--- src/rtl/rec_tran_arq.sv ---
// Serial OTN frame receiver: line synchroniser, bit-offset pattern hunt, byte
// deserialiser feeding a first-word-fall-through FIFO, and ARQ ACK/NACK generation.
module rec_tran_arq #(
    parameter int                    SYNC_STAGES  = 2,
    parameter int                    SYNC_BITS    = 48,
    parameter logic [SYNC_BITS-1:0]  SYNC_PATTERN = 48'hF6F6F6282828,
    parameter int                    FRAME_BYTES  = 4080,
    parameter int                    FIFO_DEPTH   = 16,
    parameter int                    ACK_CYCLES   = 8,
    parameter int                    CRC_TIMEOUT  = 1024
) (
    input  logic                          i_clk,
    input  logic                          i_rst_n,
    input  logic                          i_otn_rx_data,
    input  logic                          i_arq_en,
    input  logic                          i_crc_err,
    input  logic                          i_crc_err_valid,
    output logic [7:0]                    o_frame_data,
    output logic                          o_frame_last,
    output logic                          o_frame_data_valid,
    input  logic                          i_frame_data_ready,
    output logic [$clog2(FIFO_DEPTH):0]   o_fifo_level,
    output logic                          o_otn_rx_ack,
    output logic                          o_otn_rx_nack,
    output logic                          o_locked,
    output logic                          o_overflow
);

    localparam int CNT_W = $clog2(FRAME_BYTES + 1);
    localparam int PTR_W = $clog2(FIFO_DEPTH);
    localparam int LVL_W = PTR_W + 1;
    localparam int TO_W  = $clog2(CRC_TIMEOUT + 1);
    localparam int AK_W  = $clog2(ACK_CYCLES + 1);
    localparam logic [CNT_W-1:0] LAST_IDX = CNT_W'(FRAME_BYTES - 1);
    localparam logic [LVL_W-1:0] FULL_LVL = LVL_W'(FIFO_DEPTH);
    localparam logic [TO_W-1:0]  TO_LAST  = TO_W'(CRC_TIMEOUT - 1);
    localparam logic [AK_W-1:0]  AK_LAST  = AK_W'(ACK_CYCLES - 1);

    typedef enum logic [2:0] {
        ST_HUNT     = 3'd0,
        ST_RECV     = 3'd1,
        ST_CRC_WAIT = 3'd2,
        ST_ACK      = 3'd3,
        ST_NACK     = 3'd4
    } state_t;

    state_t                 state_r, state_n;
    logic [SYNC_STAGES-1:0] sync_r;
    logic [SYNC_BITS-1:0]   win_r;
    logic [2:0]             bit_cnt_r, bit_cnt_n;
    logic [CNT_W-1:0]       byte_cnt_r, byte_cnt_n;
    logic [6:0]             shift_r, shift_n;
    logic                   frame_ovf_r, frame_ovf_n;
    logic [TO_W-1:0]        to_cnt_r, to_cnt_n;
    logic [AK_W-1:0]        ack_cnt_r, ack_cnt_n;
    logic [8:0]             mem_r [FIFO_DEPTH];
    logic [PTR_W-1:0]       wr_ptr_r, rd_ptr_r;
    logic [LVL_W-1:0]       level_r, level_n;
    logic                   valid_r, ack_r, nack_r, locked_r, ovf_r;
    logic                   byte_done_s, last_byte_s, ovf_seen_s;
    logic                   pop_s, full_s, drop_s, wr_en_s;
    logic [8:0]             push_word_s, head_s;

    // The window holds the newest synchronised bit at the LSB; RECV consumes win_r[0]
    assign byte_done_s = (state_r == ST_RECV) && (bit_cnt_r == 3'd7);
    assign last_byte_s = byte_done_s && (byte_cnt_r == LAST_IDX);
    assign push_word_s = {last_byte_s, shift_r, win_r[0]};
    assign ovf_seen_s  = frame_ovf_r | drop_s;
    assign head_s      = mem_r[rd_ptr_r];

    // Line synchroniser and pattern window; the window shifts in every state
    always_ff @(posedge i_clk or negedge i_rst_n) begin
        if (!i_rst_n) begin
            sync_r <= '0;
            win_r  <= '0;
        end else begin
            sync_r <= {sync_r[SYNC_STAGES-2:0], i_otn_rx_data};
            win_r  <= {win_r[SYNC_BITS-2:0], sync_r[SYNC_STAGES-1]};
        end
    end

    // FIFO push/pop arbitration; a full FIFO only accepts a push alongside a pop
    always_comb begin
        level_n = level_r;
        pop_s   = valid_r & i_frame_data_ready;
        full_s  = (level_r == FULL_LVL);
        drop_s  = byte_done_s & full_s & ~pop_s;
        wr_en_s = byte_done_s & ~drop_s;
        case ({wr_en_s, pop_s})
            2'b10:   level_n = level_r + LVL_W'(1);
            2'b01:   level_n = level_r - LVL_W'(1);
            default: level_n = level_r;
        endcase
    end

    // Frame FSM next state; counters are zeroed on every entry to the state using them
    always_comb begin
        state_n     = state_r;
        bit_cnt_n   = bit_cnt_r;
        byte_cnt_n  = byte_cnt_r;
        shift_n     = shift_r;
        frame_ovf_n = frame_ovf_r;
        to_cnt_n    = to_cnt_r;
        ack_cnt_n   = ack_cnt_r;
        case (state_r)
            ST_HUNT: begin
                to_cnt_n  = '0;
                ack_cnt_n = '0;
                if (win_r == SYNC_PATTERN) begin
                    state_n     = ST_RECV;
                    bit_cnt_n   = 3'd0;
                    byte_cnt_n  = '0;
                    frame_ovf_n = 1'b0;
                end else begin
                    state_n = ST_HUNT;
                end
            end
            ST_RECV: begin
                to_cnt_n    = '0;
                ack_cnt_n   = '0;
                shift_n     = {shift_r[5:0], win_r[0]};
                bit_cnt_n   = bit_cnt_r + 3'd1;
                frame_ovf_n = ovf_seen_s;
                if (byte_done_s) begin
                    byte_cnt_n = byte_cnt_r + CNT_W'(1);
                end else begin
                    byte_cnt_n = byte_cnt_r;
                end
                if (!last_byte_s) begin
                    state_n = ST_RECV;
                end else if (!i_arq_en) begin
                    state_n = ST_HUNT;
                end else if (ovf_seen_s) begin
                    state_n = ST_NACK;
                end else begin
                    state_n = ST_CRC_WAIT;
                end
            end
            ST_CRC_WAIT: begin
                ack_cnt_n = '0;
                if (i_crc_err_valid) begin
                    state_n = i_crc_err ? ST_NACK : ST_ACK;
                end else if (to_cnt_r == TO_LAST) begin
                    state_n = ST_NACK;
                end else begin
                    to_cnt_n = to_cnt_r + TO_W'(1);
                end
            end
            ST_ACK, ST_NACK: begin
                if (ack_cnt_r == AK_LAST) begin
                    state_n = ST_HUNT;
                end else begin
                    ack_cnt_n = ack_cnt_r + AK_W'(1);
                end
            end
            default: begin
                state_n = ST_HUNT;
            end
        endcase
    end

    // FSM state, counters and registered status outputs
    always_ff @(posedge i_clk or negedge i_rst_n) begin
        if (!i_rst_n) begin
            state_r     <= ST_HUNT;
            bit_cnt_r   <= 3'd0;
            byte_cnt_r  <= '0;
            shift_r     <= 7'd0;
            frame_ovf_r <= 1'b0;
            to_cnt_r    <= '0;
            ack_cnt_r   <= '0;
            locked_r    <= 1'b0;
            ack_r       <= 1'b0;
            nack_r      <= 1'b0;
            ovf_r       <= 1'b0;
        end else begin
            state_r     <= state_n;
            bit_cnt_r   <= bit_cnt_n;
            byte_cnt_r  <= byte_cnt_n;
            shift_r     <= shift_n;
            frame_ovf_r <= frame_ovf_n;
            to_cnt_r    <= to_cnt_n;
            ack_cnt_r   <= ack_cnt_n;
            locked_r    <= (state_n == ST_RECV);
            ack_r       <= (state_n == ST_ACK);
            nack_r      <= (state_n == ST_NACK);
            ovf_r       <= drop_s;
        end
    end

    // FIFO storage and pointers; storage is cleared so the head reads 0 out of reset
    always_ff @(posedge i_clk or negedge i_rst_n) begin
        if (!i_rst_n) begin
            for (int i = 0; i < FIFO_DEPTH; i++) begin
                mem_r[i] <= 9'd0;
            end
            wr_ptr_r <= '0;
            rd_ptr_r <= '0;
            level_r  <= '0;
            valid_r  <= 1'b0;
        end else begin
            if (wr_en_s) begin
                mem_r[wr_ptr_r] <= push_word_s;
                wr_ptr_r        <= wr_ptr_r + PTR_W'(1);
            end
            if (pop_s) begin
                rd_ptr_r <= rd_ptr_r + PTR_W'(1);
            end
            level_r <= level_n;
            valid_r <= (level_n != '0);
        end
    end

    assign o_frame_data       = head_s[7:0];
    assign o_frame_last       = head_s[8];
    assign o_frame_data_valid = valid_r;
    assign o_fifo_level       = level_r;
    assign o_otn_rx_ack       = ack_r;
    assign o_otn_rx_nack      = nack_r;
    assign o_locked           = locked_r;
    assign o_overflow         = ovf_r;

endmodule

--- config.mk ---
export PLATFORM = sky130hd
export DESIGN_NAME = rec_tran_arq
export DESIGN_NICKNAME = d
export VERILOG_FILES = /design/src/rtl/rec_tran_arq.sv
export SDC_FILE = /design/constraint.sdc
export NUM_CORES = 1
export LEC_CHECK = 0
export ABC_CLOCK_PERIOD_IN_PS = 6900
export BUFFER_PORTS_ARGS = -buffer_cell sky130_fd_sc_hd__clkbuf_2
export CAP_MARGIN = 20
export CORE_AREA = 2 2 189 173
export DETAILED_ROUTE_END_ITERATION = 8
export DIE_AREA = 0 0 191 175
export GPL_TIMING_DRIVEN = 0
export SLEW_MARGIN = 10
export SYNTH_ARGS = -nofsm -noshare
export SYNTH_HDL_FRONTEND = slang
export SYNTH_SLANG_ARGS = --single-unit
--- constraint.sdc ---
create_clock -name i_clk -period 6.9 [get_ports i_clk]
set_input_delay 1.38 -clock i_clk [delete_from_list [all_inputs] [get_ports i_clk]]
set_output_delay 1.38 -clock i_clk [all_outputs]
set_load 0.01 [all_outputs]
==> out/results.txt <==
clock period minus worst slack: 4.62 ns
Layout Nets: 848
total CTS buffers: 27
grt total ovfl: 0
share of layout cells above drive strength 1: 32.3%
endpoint type of the worst setup path: output port
Initial DRC Count: 380
actual slew at the worst max-slew pin: 1.12 ns
max incr delay on CP: 0.71 ns
drt wl/cell: 18.1 um
CTS H-tree lvls: 1
sequential share of the synthesized area: 58.2%
Critical Path Start Type: flip-flop
via count: 6,359
Initial Utilization: 34.6%
largest cells by area after synthesis: dfrtp_1 (58%), mux2_2 (14%), mux4_2 (9.3%)
clk_lat worst skew: 0.52 ns
worst min-delay path startpoint: win_r[3]
CTS Hold Bufs: 0
clk slew on worst S/H paths: 0.06 ns
final instance area: 12,600 um^2
ANT nets after route: 0
Critical Path AT: 3.24 ns
Area after DPL: 11,600 um^2
drt drc: 0
DIE WIDTH: 191 um
RR Startpoint: bit_cnt_r[0]
area leader, netlist: dfrtp_1
power per cell area: 296 nW/um^2
sequential power share: 42.7%
Post-CTS Setup Repair Bufs: 0
core area: 31,400 um^2
initial antenna violation count: 0
VDD IR max: 199 uV
final hold vios: 0
switching power of the nets: 971 uW
synthesized instance count: 770
Filler Cell Count: 2,912
syn_nets: 790
I/O pin total: 26
Switching Share: 26.0%
Die ar.: 33,400 um^2
Post-CTS Resized: 0
router iterations before antenna repair: 4
# setup viols final: 0
Final Wtd Congestion: 0.808
Clock Skew: 0.0151 ns
ys flop type: dfrtp_1
Post-Syn Area per Cell: 14.1 um^2
Inserted Diodes: 0
Area Overhead vs Synth: 15.8%
clock root buffer: clkbuf_16
Vias/cell: 5.03
Clk pwr share: 41.7%
# rows: 62
All-Layer GR Usage: 14.1%
FF/Latch Area: 6330 um^2
Static Leak: 0.00572 uW
critical path fanouts, max: 10
Rel. slew slack: 25.1%
post-synthesis sequential element count: 253
Post-DP HPWL: 14.9 mm
RSZ-0062 raised after global routing: false
IO Port Bufs: 25
share of the synthesized area in the top cell type: 58.2%
status: finished clean
final wirelength: 22.8 mm
area of the multi-input gates: 4330 um^2
pin count of the biggest net entering global routing: 87
vias in the first global route: 6,559
count of different cell masters after synthesis: 56
worst hold path class: flip-flop to flip-flop
Crit Path Class: flip-flop to output port
YS warnings: 0
worst setup margin: 2.28 ns
Sink Count: 253
Die Ht: 175 um
first-pass GRT wire length: 37.0 mm
Req. time, crit path: 5.52 ns
Worst Setup SP: rd_ptr_r[1]
asr flop ratio synth: 100%
mapped cell area: 10,900 um^2
TritonCTS clock tree: built
DP Worst Slack: 2.52 ns
Max-cap violations: 0
number of synthesized flops with an enable pin: 0
clk buf depth: 3
Internal: 2760 uW
Gate power share: 15.6%
Pins Over Slew Limit: 0
max frequency: 216 MHz
slowest CP cell: clkbuf_1
crit path cell chain: clkbuf_1 -> clkbuf_1 -> mux4_2 -> mux4_2 -> clkbuf_2
Final period util: 67.0%
## synth_stat cells, types with 6 or more instances
library cell  instances
dfrtp_1             253
mux2_2              132
nand2_1              49
mux4_2               45
nor2_1               34
clkbuf_1             28
inv_1                20
o21ai_0              20
xnor2_1              18
nand3_1              17
ha_1                 13
nand4_1              12
a21oi_1              11
xor2_1               11
nor2_2               10
mux2i_1               8
nand2b_1              6
## critical path, delay by kind of cell (launching register included)
family / cells / cell delay (ns)
DFF: 1 / 0.38
muxes: 2 / 0.98
buffers and inverters: 3 / 1.35
## per-layer routing
metal / GRT usage, % / routed length (um) / vias up
met5: 0 / 0 / -
met4: 3.78 / 487 / 0
met3: 1.83 / 890 / 30
met2: 21.6 / 10300 / 100
met1: 21.0 / 11200 / 3316
li1: - / - / 2913
## cells in the final DEF, fill, tap and decap left out, drive strengths merged, types with 4 or more instances in the layout
cell type and n:
nand2 49, dfrtp 253, or4 5, clkinv 8
o21ai 22, inv 20, nand2b 6, nand3 17
nor3 8, bufinv 6, mux4 45, a21o 5
nor2 44, nor4 4, a211oi 4, xor2 11
mux2 132, clkbuf 87, mux2i 8, nor4b 5
a21oi 11, o31ai 5, nand4 12, xnor2 18
ha 13, buf 12
## stage by stage
stage / hold WS (ns) / utilization [%] / cells / power, uW / TNS (ns)
6_report: 0.366 / 40.1 / 1263 / 3730 / 0
5_1_grt: 0.372 / 40.1 / 1263 / 3900 / 0
4_1_cts: 0.368 / 40.0 / 1262 / 3770 / 0
3_5_place_dp: 0.354 / 37.0 / 1214 / 2210 / 0
3_3_place_gp: 0.352 / 36.7 / 1211 / 2190 / -198.48
2_1_floorplan: 0.331 / - / 770 / 2000 / 0
## path summary, 6_finish.rpt
kind | end | slack, ns | cells past startpoint
min reg2reg | win_r[4] | 0.37 | 0
min | win_r[4] | 0.37 | 0
max in group asynchronous | mem_r[89] | 5.01 | 3
min in group asynchronous | ack_cnt_r[3] | 0.80 | 1
max | o_frame_last | 2.28 | 5
max reg2reg | o_frame_data_valid | 3.13 | 15
## final cells by class
cell class	instances	area share, %
buffer	36	1.16
clock buffer	34	5.89
clock inverter	14	1.75
inverter	20	0.596
multi-input combinational	461	34.4
sequential	253	50.3
tap	416	4.13
timing repair buffer	29	1.84
## registers in the layout, indices dropped and copies added (netlist names), 5 cells and up
signal	flops
byte_cnt_r	12
mem_r	144
o_fifo_level	5
shift_r	7
to_cnt_r	11
win_r	48
## cells by family after synthesis
kind of cell / count (synthesis) / synth area share [%]
xor+xnor: 29 / 2.33
buf+inv: 56 / 2.04
mux: 185 / 23.7
simple gates: 168 / 8.32
compound gates: 66 / 3.91
flops: 253 / 58.2
fa+ha+maj: 13 / 1.50
## power groups by stage
stage | Clock (uW) | Sequential, uW | Combinational [uW]
3_3_place_gp | 0 | 1620 | 574
5_1_grt | 1660 | 1600 | 638
2_1_floorplan | 0 | 1620 | 379
4_1_cts | 1590 | 1590 | 588
3_5_place_dp | 0 | 1620 | 585
6_report | 1550 | 1590 | 582
No activity file was read; power rests on OpenSTA's default activity.
